[config.mk]
export PLATFORM = sky130hd
export DESIGN_NAME = sseg_scan_ctrl_flat
export DESIGN_NICKNAME = d
export VERILOG_FILES = /design/src/rtl/sseg_pkg.sv /design/src/rtl/sseg_scan_ctrl_if.sv /design/src/rtl/sseg_pwm_slot.sv /design/src/rtl/sseg_scan_ctrl.sv /design/src/flat_wrapper.sv
export SDC_FILE = /design/constraint.sdc
export NUM_CORES = 1
export LEC_CHECK = 0
export BUFFER_PORTS_ARGS = -buffer_cell sky130_fd_sc_hd__buf_2
export CAP_MARGIN = 5
export CORE_MARGIN = 10
export CORE_UTILIZATION = 25
export CTS_BUF_LIST = sky130_fd_sc_hd__clkbuf_8
export CTS_CLUSTER_DIAMETER = 60
export CTS_CLUSTER_SIZE = 20
export DETAILED_ROUTE_END_ITERATION = 8
export MAX_ROUTING_LAYER = met4
export PLACE_DENSITY = 0.49
export SYNTH_ARGS = -nofsm -noshare
export SYNTH_HDL_FRONTEND = slang
export SYNTH_SLANG_ARGS = --single-unit
[constraint.sdc]
create_clock -name clk -period 5.6 [get_ports clk]
set_input_delay 0.84 -clock clk [delete_from_list [all_inputs] [get_ports clk]]
set_output_delay 0.84 -clock clk [all_outputs]
set_load 0.01 [all_outputs]
[src/rtl/sseg_pkg.sv]
// Shared seven-segment types and constants for the scan controller and the
// hex/BCD decoders that feed it. All patterns are active-low, bit 7 = dp.
package sseg_pkg;

  typedef logic [7:0] seg_t;

  localparam seg_t SEG_OFF     = 8'hFF;
  localparam seg_t SEG_BLANK   = 8'hFF;
  localparam seg_t SEG_DASH    = 8'hBF;
  localparam seg_t SEG_DP_ONLY = 8'h7F;

  // Adds the decimal point to an existing active-low pattern.
  function automatic seg_t seg_with_dp(input seg_t pattern);
    return pattern & 8'h7F;
  endfunction

endpackage

[src/rtl/sseg_scan_ctrl_if.sv]
// Connects the display-formatting side (master) to the scan controller (slave);
// the slave also drives the board-facing anode/segment lines.
interface sseg_scan_ctrl_if
  import sseg_pkg::*;
#(
  parameter int NUM_DIGITS = 8,
  parameter int DIM_BITS   = 4
);

  logic [8*NUM_DIGITS-1:0] digit_i;
  logic [NUM_DIGITS-1:0]   blank_i;
  logic                    upd;
  logic [DIM_BITS:0]       bright;
  logic [NUM_DIGITS-1:0]   an;
  seg_t                    sseg;
  logic                    frame_tick;
  logic                    pending;

  modport master (
    output digit_i, blank_i, upd, bright,
    input  an, sseg, frame_tick, pending
  );

  modport slave (
    input  digit_i, blank_i, upd, bright,
    output an, sseg, frame_tick, pending
  );

endinterface

[src/rtl/sseg_pwm_slot.sv]
// Per-digit slot timer: free-running slot counter, guard interval and PWM
// brightness compare. lit_phase ignores blanking; the top applies that.
module sseg_pwm_slot #(
  parameter int SLOT_BITS = 16,
  parameter int DIM_BITS  = 4,
  parameter int GUARD     = 4
) (
  input  logic                clk,
  input  logic                rst,
  input  logic [DIM_BITS:0]   bright,
  output logic                slot_wrap,
  output logic                lit_phase
);

  localparam logic [DIM_BITS:0]    FULL_DUTY = {1'b1, {DIM_BITS{1'b0}}};
  localparam logic [SLOT_BITS-1:0] GUARD_CNT = SLOT_BITS'(GUARD);
  localparam logic [SLOT_BITS-1:0] CNT_ONE   = {{(SLOT_BITS-1){1'b0}}, 1'b1};

  logic [SLOT_BITS-1:0] slot_cnt_r;
  logic [DIM_BITS-1:0]  phase_s;
  logic [DIM_BITS:0]    bright_sat_s;

  // Slot counter, wraps naturally at 2**SLOT_BITS-1.
  always_ff @(posedge clk or posedge rst) begin
    if (rst) begin
      slot_cnt_r <= {SLOT_BITS{1'b0}};
    end else begin
      slot_cnt_r <= slot_cnt_r + CNT_ONE;
    end
  end

  // Brightness above full scale saturates to always-on.
  always_comb begin
    bright_sat_s = bright;
    if (bright > FULL_DUTY) begin
      bright_sat_s = FULL_DUTY;
    end else begin
      bright_sat_s = bright;
    end
  end

  assign phase_s   = slot_cnt_r[SLOT_BITS-1 -: DIM_BITS];
  assign slot_wrap = &slot_cnt_r;
  assign lit_phase = (slot_cnt_r >= GUARD_CNT) && ({1'b0, phase_s} < bright_sat_s);

endmodule

[src/rtl/sseg_scan_ctrl.sv]
// Multiplexed common-anode seven-segment scanner with per-digit blanking,
// PWM brightness, anti-ghosting guard and frame-aligned double buffering.
module sseg_scan_ctrl
  import sseg_pkg::*;
#(
  parameter int NUM_DIGITS = 8,
  parameter int SLOT_BITS  = 16,
  parameter int DIM_BITS   = 4,
  parameter int GUARD      = 4
) (
  input  logic             clk,
  input  logic             rst,
  sseg_scan_ctrl_if.slave  bus
);

  localparam int IDX_BITS = $clog2(NUM_DIGITS);
  localparam logic [IDX_BITS-1:0]   LAST_IDX = IDX_BITS'(NUM_DIGITS - 1);
  localparam logic [IDX_BITS-1:0]   IDX_ONE  = {{(IDX_BITS-1){1'b0}}, 1'b1};
  localparam logic [NUM_DIGITS-1:0] AN_OFF   = {NUM_DIGITS{1'b1}};
  localparam logic [NUM_DIGITS-1:0] AN_ONE   = {{(NUM_DIGITS-1){1'b0}}, 1'b1};

  logic                  slot_wrap_s;
  logic                  lit_phase_s;
  logic                  frame_wrap_s;
  logic                  lit_s;
  logic [IDX_BITS-1:0]   idx_r;
  seg_t                  stage_seg_r [NUM_DIGITS];
  seg_t                  act_seg_r   [NUM_DIGITS];
  logic [NUM_DIGITS-1:0] stage_blank_r;
  logic [NUM_DIGITS-1:0] act_blank_r;
  logic                  pending_r;
  logic                  frame_tick_r;
  logic [NUM_DIGITS-1:0] an_r;
  logic [NUM_DIGITS-1:0] an_next_s;
  seg_t                  sseg_r;
  seg_t                  sseg_next_s;

  sseg_pwm_slot #(
    .SLOT_BITS (SLOT_BITS),
    .DIM_BITS  (DIM_BITS),
    .GUARD     (GUARD)
  ) u_slot (
    .clk       (clk),
    .rst       (rst),
    .bright    (bus.bright),
    .slot_wrap (slot_wrap_s),
    .lit_phase (lit_phase_s)
  );

  assign frame_wrap_s = slot_wrap_s && (idx_r == LAST_IDX);
  assign lit_s        = lit_phase_s && !act_blank_r[idx_r];

  // Digit index advances once per slot and returns to 0 on the frame wrap.
  always_ff @(posedge clk or posedge rst) begin
    if (rst) begin
      idx_r <= {IDX_BITS{1'b0}};
    end else if (frame_wrap_s) begin
      idx_r <= {IDX_BITS{1'b0}};
    end else if (slot_wrap_s) begin
      idx_r <= idx_r + IDX_BITS'(IDX_ONE);
    end
  end

  // Staging/active buffers; active only changes on a frame wrap so a frame
  // never mixes old and new data. A coincident upd refills staging afterwards.
  always_ff @(posedge clk or posedge rst) begin
    if (rst) begin
      for (int k = 0; k < NUM_DIGITS; k++) begin
        stage_seg_r[k] <= SEG_OFF;
        act_seg_r[k]   <= SEG_OFF;
      end
      stage_blank_r <= {NUM_DIGITS{1'b1}};
      act_blank_r   <= {NUM_DIGITS{1'b1}};
      pending_r     <= 1'b0;
    end else begin
      if (frame_wrap_s && pending_r) begin
        act_seg_r   <= stage_seg_r;
        act_blank_r <= stage_blank_r;
      end
      if (bus.upd) begin
        for (int k = 0; k < NUM_DIGITS; k++) begin
          stage_seg_r[k] <= bus.digit_i[8*k +: 8];
        end
        stage_blank_r <= bus.blank_i;
        pending_r     <= 1'b1;
      end else if (frame_wrap_s) begin
        pending_r <= 1'b0;
      end
    end
  end

  // Next anode/segment values for the current slot position.
  always_comb begin
    an_next_s   = AN_OFF;
    sseg_next_s = SEG_OFF;
    if (lit_s) begin
      an_next_s   = ~(AN_ONE << idx_r);
      sseg_next_s = act_seg_r[idx_r];
    end else begin
      an_next_s   = AN_OFF;
      sseg_next_s = SEG_OFF;
    end
  end

  // Output registers; frame_tick rises as the counters restart at digit 0.
  always_ff @(posedge clk or posedge rst) begin
    if (rst) begin
      an_r         <= AN_OFF;
      sseg_r       <= SEG_OFF;
      frame_tick_r <= 1'b0;
    end else begin
      an_r         <= an_next_s;
      sseg_r       <= sseg_next_s;
      frame_tick_r <= frame_wrap_s;
    end
  end

  assign bus.an         = an_r;
  assign bus.sseg       = sseg_r;
  assign bus.frame_tick = frame_tick_r;
  assign bus.pending    = pending_r;

endmodule

[src/flat_wrapper.sv]
// flat-port wrapper written by rule: the top's interface ports become plain ports
module sseg_scan_ctrl_flat import sseg_pkg::*;
#(
  parameter int NUM_DIGITS = 8,
  parameter int SLOT_BITS  = 16,
  parameter int DIM_BITS   = 4,
  parameter int GUARD      = 4
)
  (clk, rst, bus_digit_i, bus_blank_i, bus_upd, bus_bright, bus_an, bus_sseg, bus_frame_tick, bus_pending);
  sseg_scan_ctrl_if #(.NUM_DIGITS(NUM_DIGITS), .DIM_BITS(DIM_BITS)) bus_i ();
  input  logic clk;
  input  logic rst;
  input wire logic [$bits(bus_i.digit_i)-1:0] bus_digit_i;
  input wire logic [$bits(bus_i.blank_i)-1:0] bus_blank_i;
  input wire logic [$bits(bus_i.upd)-1:0] bus_upd;
  input wire logic [$bits(bus_i.bright)-1:0] bus_bright;
  output wire logic [$bits(bus_i.an)-1:0] bus_an;
  output wire logic [$bits(bus_i.sseg)-1:0] bus_sseg;
  output wire logic [$bits(bus_i.frame_tick)-1:0] bus_frame_tick;
  output wire logic [$bits(bus_i.pending)-1:0] bus_pending;
  assign bus_i.digit_i = bus_digit_i;
  assign bus_i.blank_i = bus_blank_i;
  assign bus_i.upd = bus_upd;
  assign bus_i.bright = bus_bright;
  assign bus_an = bus_i.an;
  assign bus_sseg = bus_i.sseg;
  assign bus_frame_tick = bus_i.frame_tick;
  assign bus_pending = bus_i.pending;
  sseg_scan_ctrl #(.NUM_DIGITS(NUM_DIGITS), .SLOT_BITS(SLOT_BITS), .DIM_BITS(DIM_BITS), .GUARD(GUARD)) u_core (.clk(clk), .rst(rst), .bus(bus_i));
endmodule
==> impl_metrics.py <==
metrics = {
    "power": {
        "swShare_pct": 23.6,
        "vdd_drop_max_uv": 133,
        "p_sw_mw": 0.580,
        "intPower_mw": 1.88,
        "clkPwrFrac_pct": 35.8,
        "p_leak_nw": 3.72,
        "comb_power_share_pct": 5.7,
        "seqPwrFrac_pct": 58.6,
        "p_per_area_nw_per_um2": 275,
    },
    "timing": {
        "drv_slew": 0,
        "max-slew-margin-rel_pct": 19.0,
        "fin_crit_sh_pct": 56.0,
        "rsz0062_at_grt": "false",
        "fin_setup_tns_ns": 0,
        "tightest_slew_ns": 1.21,
        "period_needed_ns": 3.14,
        "setup_viol": 0,
        "max_freq_mhz": 319,
        "final-hold-violation-count": 0,
        "finClkSkew_ns": 0.0166,
    },
    "yosys": {
        "syn_inst": 475,
        "synth-seq-cells": 181,
        "synth_edf_count": 0,
        "yosysWarnings": 0,
        "synth_nets": 566,
        "yosysTopAreaCell": "dfstp_2",
        "syn_area_sq_um": 7670,
        "synth-async-reset-ratio_pct": 100,
        "ys_top_cells_by_area": "dfstp_2, mux2_2, dfrtp_1, mux4_2, ha_1",
        "ys_types": 31,
        "synth.avg_cell_area_sq_um": 16.1,
        "yosys_most_used_dff": "dfstp_2",
        "yosys-top-cells-count": "dfstp_2, mux2_2, dfrtp_1, nand4_1, mux4_2",
        "yosys.area.top_type_share_pct": 54.8,
        "yosysSeqAreaShare_pct": 61.7,
        "yosysMostFrequentCell": "dfstp_2",
    },
    "route": {
        "drt_first_iter_violations": 131,
        "post-route-drc-count": 0,
        "totalWireLength_mm": 17.1,
        "viasPerCell": 4.22,
        "drt.antenna.violating_nets": 0,
        "wl_per_cell_um": 17.4,
        "route.vias.total": 4139,
        "firstDrtPassIters": 4,
    },
    "setup_path": {
        "path_delay_family": "flip-flops",
        "r2r_cells": 4,
        "worstPathCellList": "ha_1, nand2_1, nor2_8, mux2_2",
        "cp-end-kind": "flip-flop",
        "regToRegStartpoint": "u_core.idx_r[2]",
        "critPathLaunchType": "flip-flop",
        "reg2reg_slack_ns": 2.46,
        "max_stage_delay_ns": 1.10,
        "cp_max_fo": 72,
        "crit_slowest_cell": "dfrtp_1",
        "crit_required_ns": 5.98,
        "path_buf_inv": 0,
        "crit_arrival_ns": 3.52,
        "r2r_end": "u_core.act_seg_r[52]",
        "critical_path_class": "flip-flop to flip-flop",
    },
    "floorplanning": {
        "die_area_sq_um": 38100,
        "ios": 98,
        "rows": 64,
        "core_area_sq_um": 30400,
        "initial_core_util_pct": 25.2,
        "die_x_um": 195,
        "die_h_um": 195,
    },
    "clock_network": {
        "cts.sinks": 181,
        "ctsHoldBuffers": 0,
        "htreeDepth": 4,
        "cts-root-buf": "clkbuf_8",
        "cts_resized": 0,
        "clkTransAtPathRegs_ns": 0.10,
        "cts_setup_buffers": 0,
        "numCtsBuffers": 17,
        "cts_tree": "yes",
        "cts_buffer_depth": 2,
        "worstSkewPairLatency_ns": 0.46,
    },
    "place": {
        "place_area_sq_um": 8540,
        "place_congestion": 0.725,
        "place.port_buffers": 97,
        "hpwlAfterDp_mm": 12.3,
        "dp_cells": 948,
    },
    "final_layout": {
        "fin_nets": 662,
        "area_growth_pct": 16.5,
        "drive_gt1_share_pct": 76.7,
        "final_cells": 981,
        "stdcell_area_sq_um": 8930,
    },
    "min_path": {
        "hold_path_class": "primary input to async pin",
    },
    "run_status": {
        "status": "finished clean",
    },
    "global_route": {
        "first_global_vias": 4616,
        "grt_overflow": 0,
        "grt_max_degree": 74,
        "grt.total_usage_pct": 9.34,
        "antenna_found_initial": 1,
        "grt_pass1_wl_mm": 27.2,
    },
    "run": {
        "drv_cap": 0,
    },
}
-- cell type report --
type	instances	area (sq um)
Inverter	8	35.0
Fill cell	3108	21500
Clock buffer	17	234
Antenna cell	1	2.50
Clock inverter	15	158
Tap cell	396	495
Multi-Input combinational cell	263	2770
Sequential cell	181	4730
Timing Repair Buffer	100	510
-- how the worst max path moves through the flow --
| stage | startpoint | end | slack [ns] | cells after the start |
|---|---|---|---|---|
| 3_5_place_dp | u_core.idx_r[2] | u_core.act_seg_r[62] | 2.44 | 4 |
| 4_1_cts | u_core.idx_r[2] | u_core.act_seg_r[62] | 2.45 | 4 |
| 5_1_grt | u_core.idx_r[2] | u_core.act_seg_r[30] | 2.27 | 4 |
| 6_report | u_core.idx_r[2] | u_core.act_seg_r[52] | 2.46 | 4 |
| 3_3_place_gp | u_core.idx_r[2] | u_core.act_seg_r[0] | 2.57 | 4 |
| 2_1_floorplan | rst | u_core.bus.frame_tick | 0.11 | 1 |
-- routing by layer --
layer | global-route usage [%] | vias up | part of all wire (%)
li1 | - | 1912 | -
met4 | 3.05 | 0 | 1.2
met5 | - | - | 0
met1 | 12.0 | 2141 | 48
met3 | 2.19 | 9 | 3.3
met2 | 14.3 | 77 | 47
-- logic make-up (layout without fill, tap and decap cells) --
logic type / Yosys count / after routing / share of synthesized area [%]
flip-flops: 181 / 181 / 61.7
buffers and inverters: 31 / 140 / 2.28
AND/OR/NAND/NOR: 60 / 60 / 4.52
other: 0 / 1 / 0
XOR/XNOR: 14 / 14 / 1.60
AO/OA/AOI/OAI: 8 / 8 / 0.653
multiplexers: 170 / 170 / 27.5
adder cells (fa/ha/maj): 11 / 11 / 1.79
-- cell usage in the layout, fill, tap and decap left out, drive strengths merged, types with 4 or more instances in the layout --
master,Yosys,layout
xnor2,9,9
mux4,18,18
nand4,21,21
buf,10,100
ha,11,11
dfrtp,21,21
xor2,5,5
nand2,9,9
clkinvlp,0,4
mux2,144,144
clkinv,0,6
inv,8,11
nand2b,4,4
clkbuf,13,17
dfstp,160,160
nor2,9,9
mux2i,8,8
nand3,5,5
-- flip-flops by register name, indices dropped and copies added, names as in the netlist, 3 cells and up --
signal and flops:
u_core.act_blank_r 8, u_core.stage_seg_r 64, u_core.stage_blank_r 8, u_core.u_slot.slot_cnt_r 16
u_core.bus.an 8, u_core.idx_r 3, u_core.bus.sseg 8, u_core.act_seg_r 64
-- stage by stage --
stage / util, % / hold WS, ns / total power [mW] / worst slack (ns)
floorplan: - / 0.465 / 1.53 / 0.109
global placement: 28.1 / 0.484 / 1.60 / 2.57
detailed placement: 28.1 / 0.494 / 1.61 / 2.44
CTS: 29.4 / 0.378 / 2.50 / 2.45
global route: 29.4 / 0.394 / 2.58 / 2.27
finish: 29.4 / 0.394 / 2.46 / 2.46
-- power by group through the flow --
stage	clock network [mW]	registers [mW]	logic (mW)
2_1_floorplan	0	1.44	0.0877
3_3_place_gp	0	1.46	0.140
3_5_place_dp	0	1.46	0.145
4_1_cts	0.916	1.44	0.146
5_1_grt	0.971	1.45	0.157
6_report	0.878	1.44	0.139
Note: power is estimated with default switching activity, not from simulation.
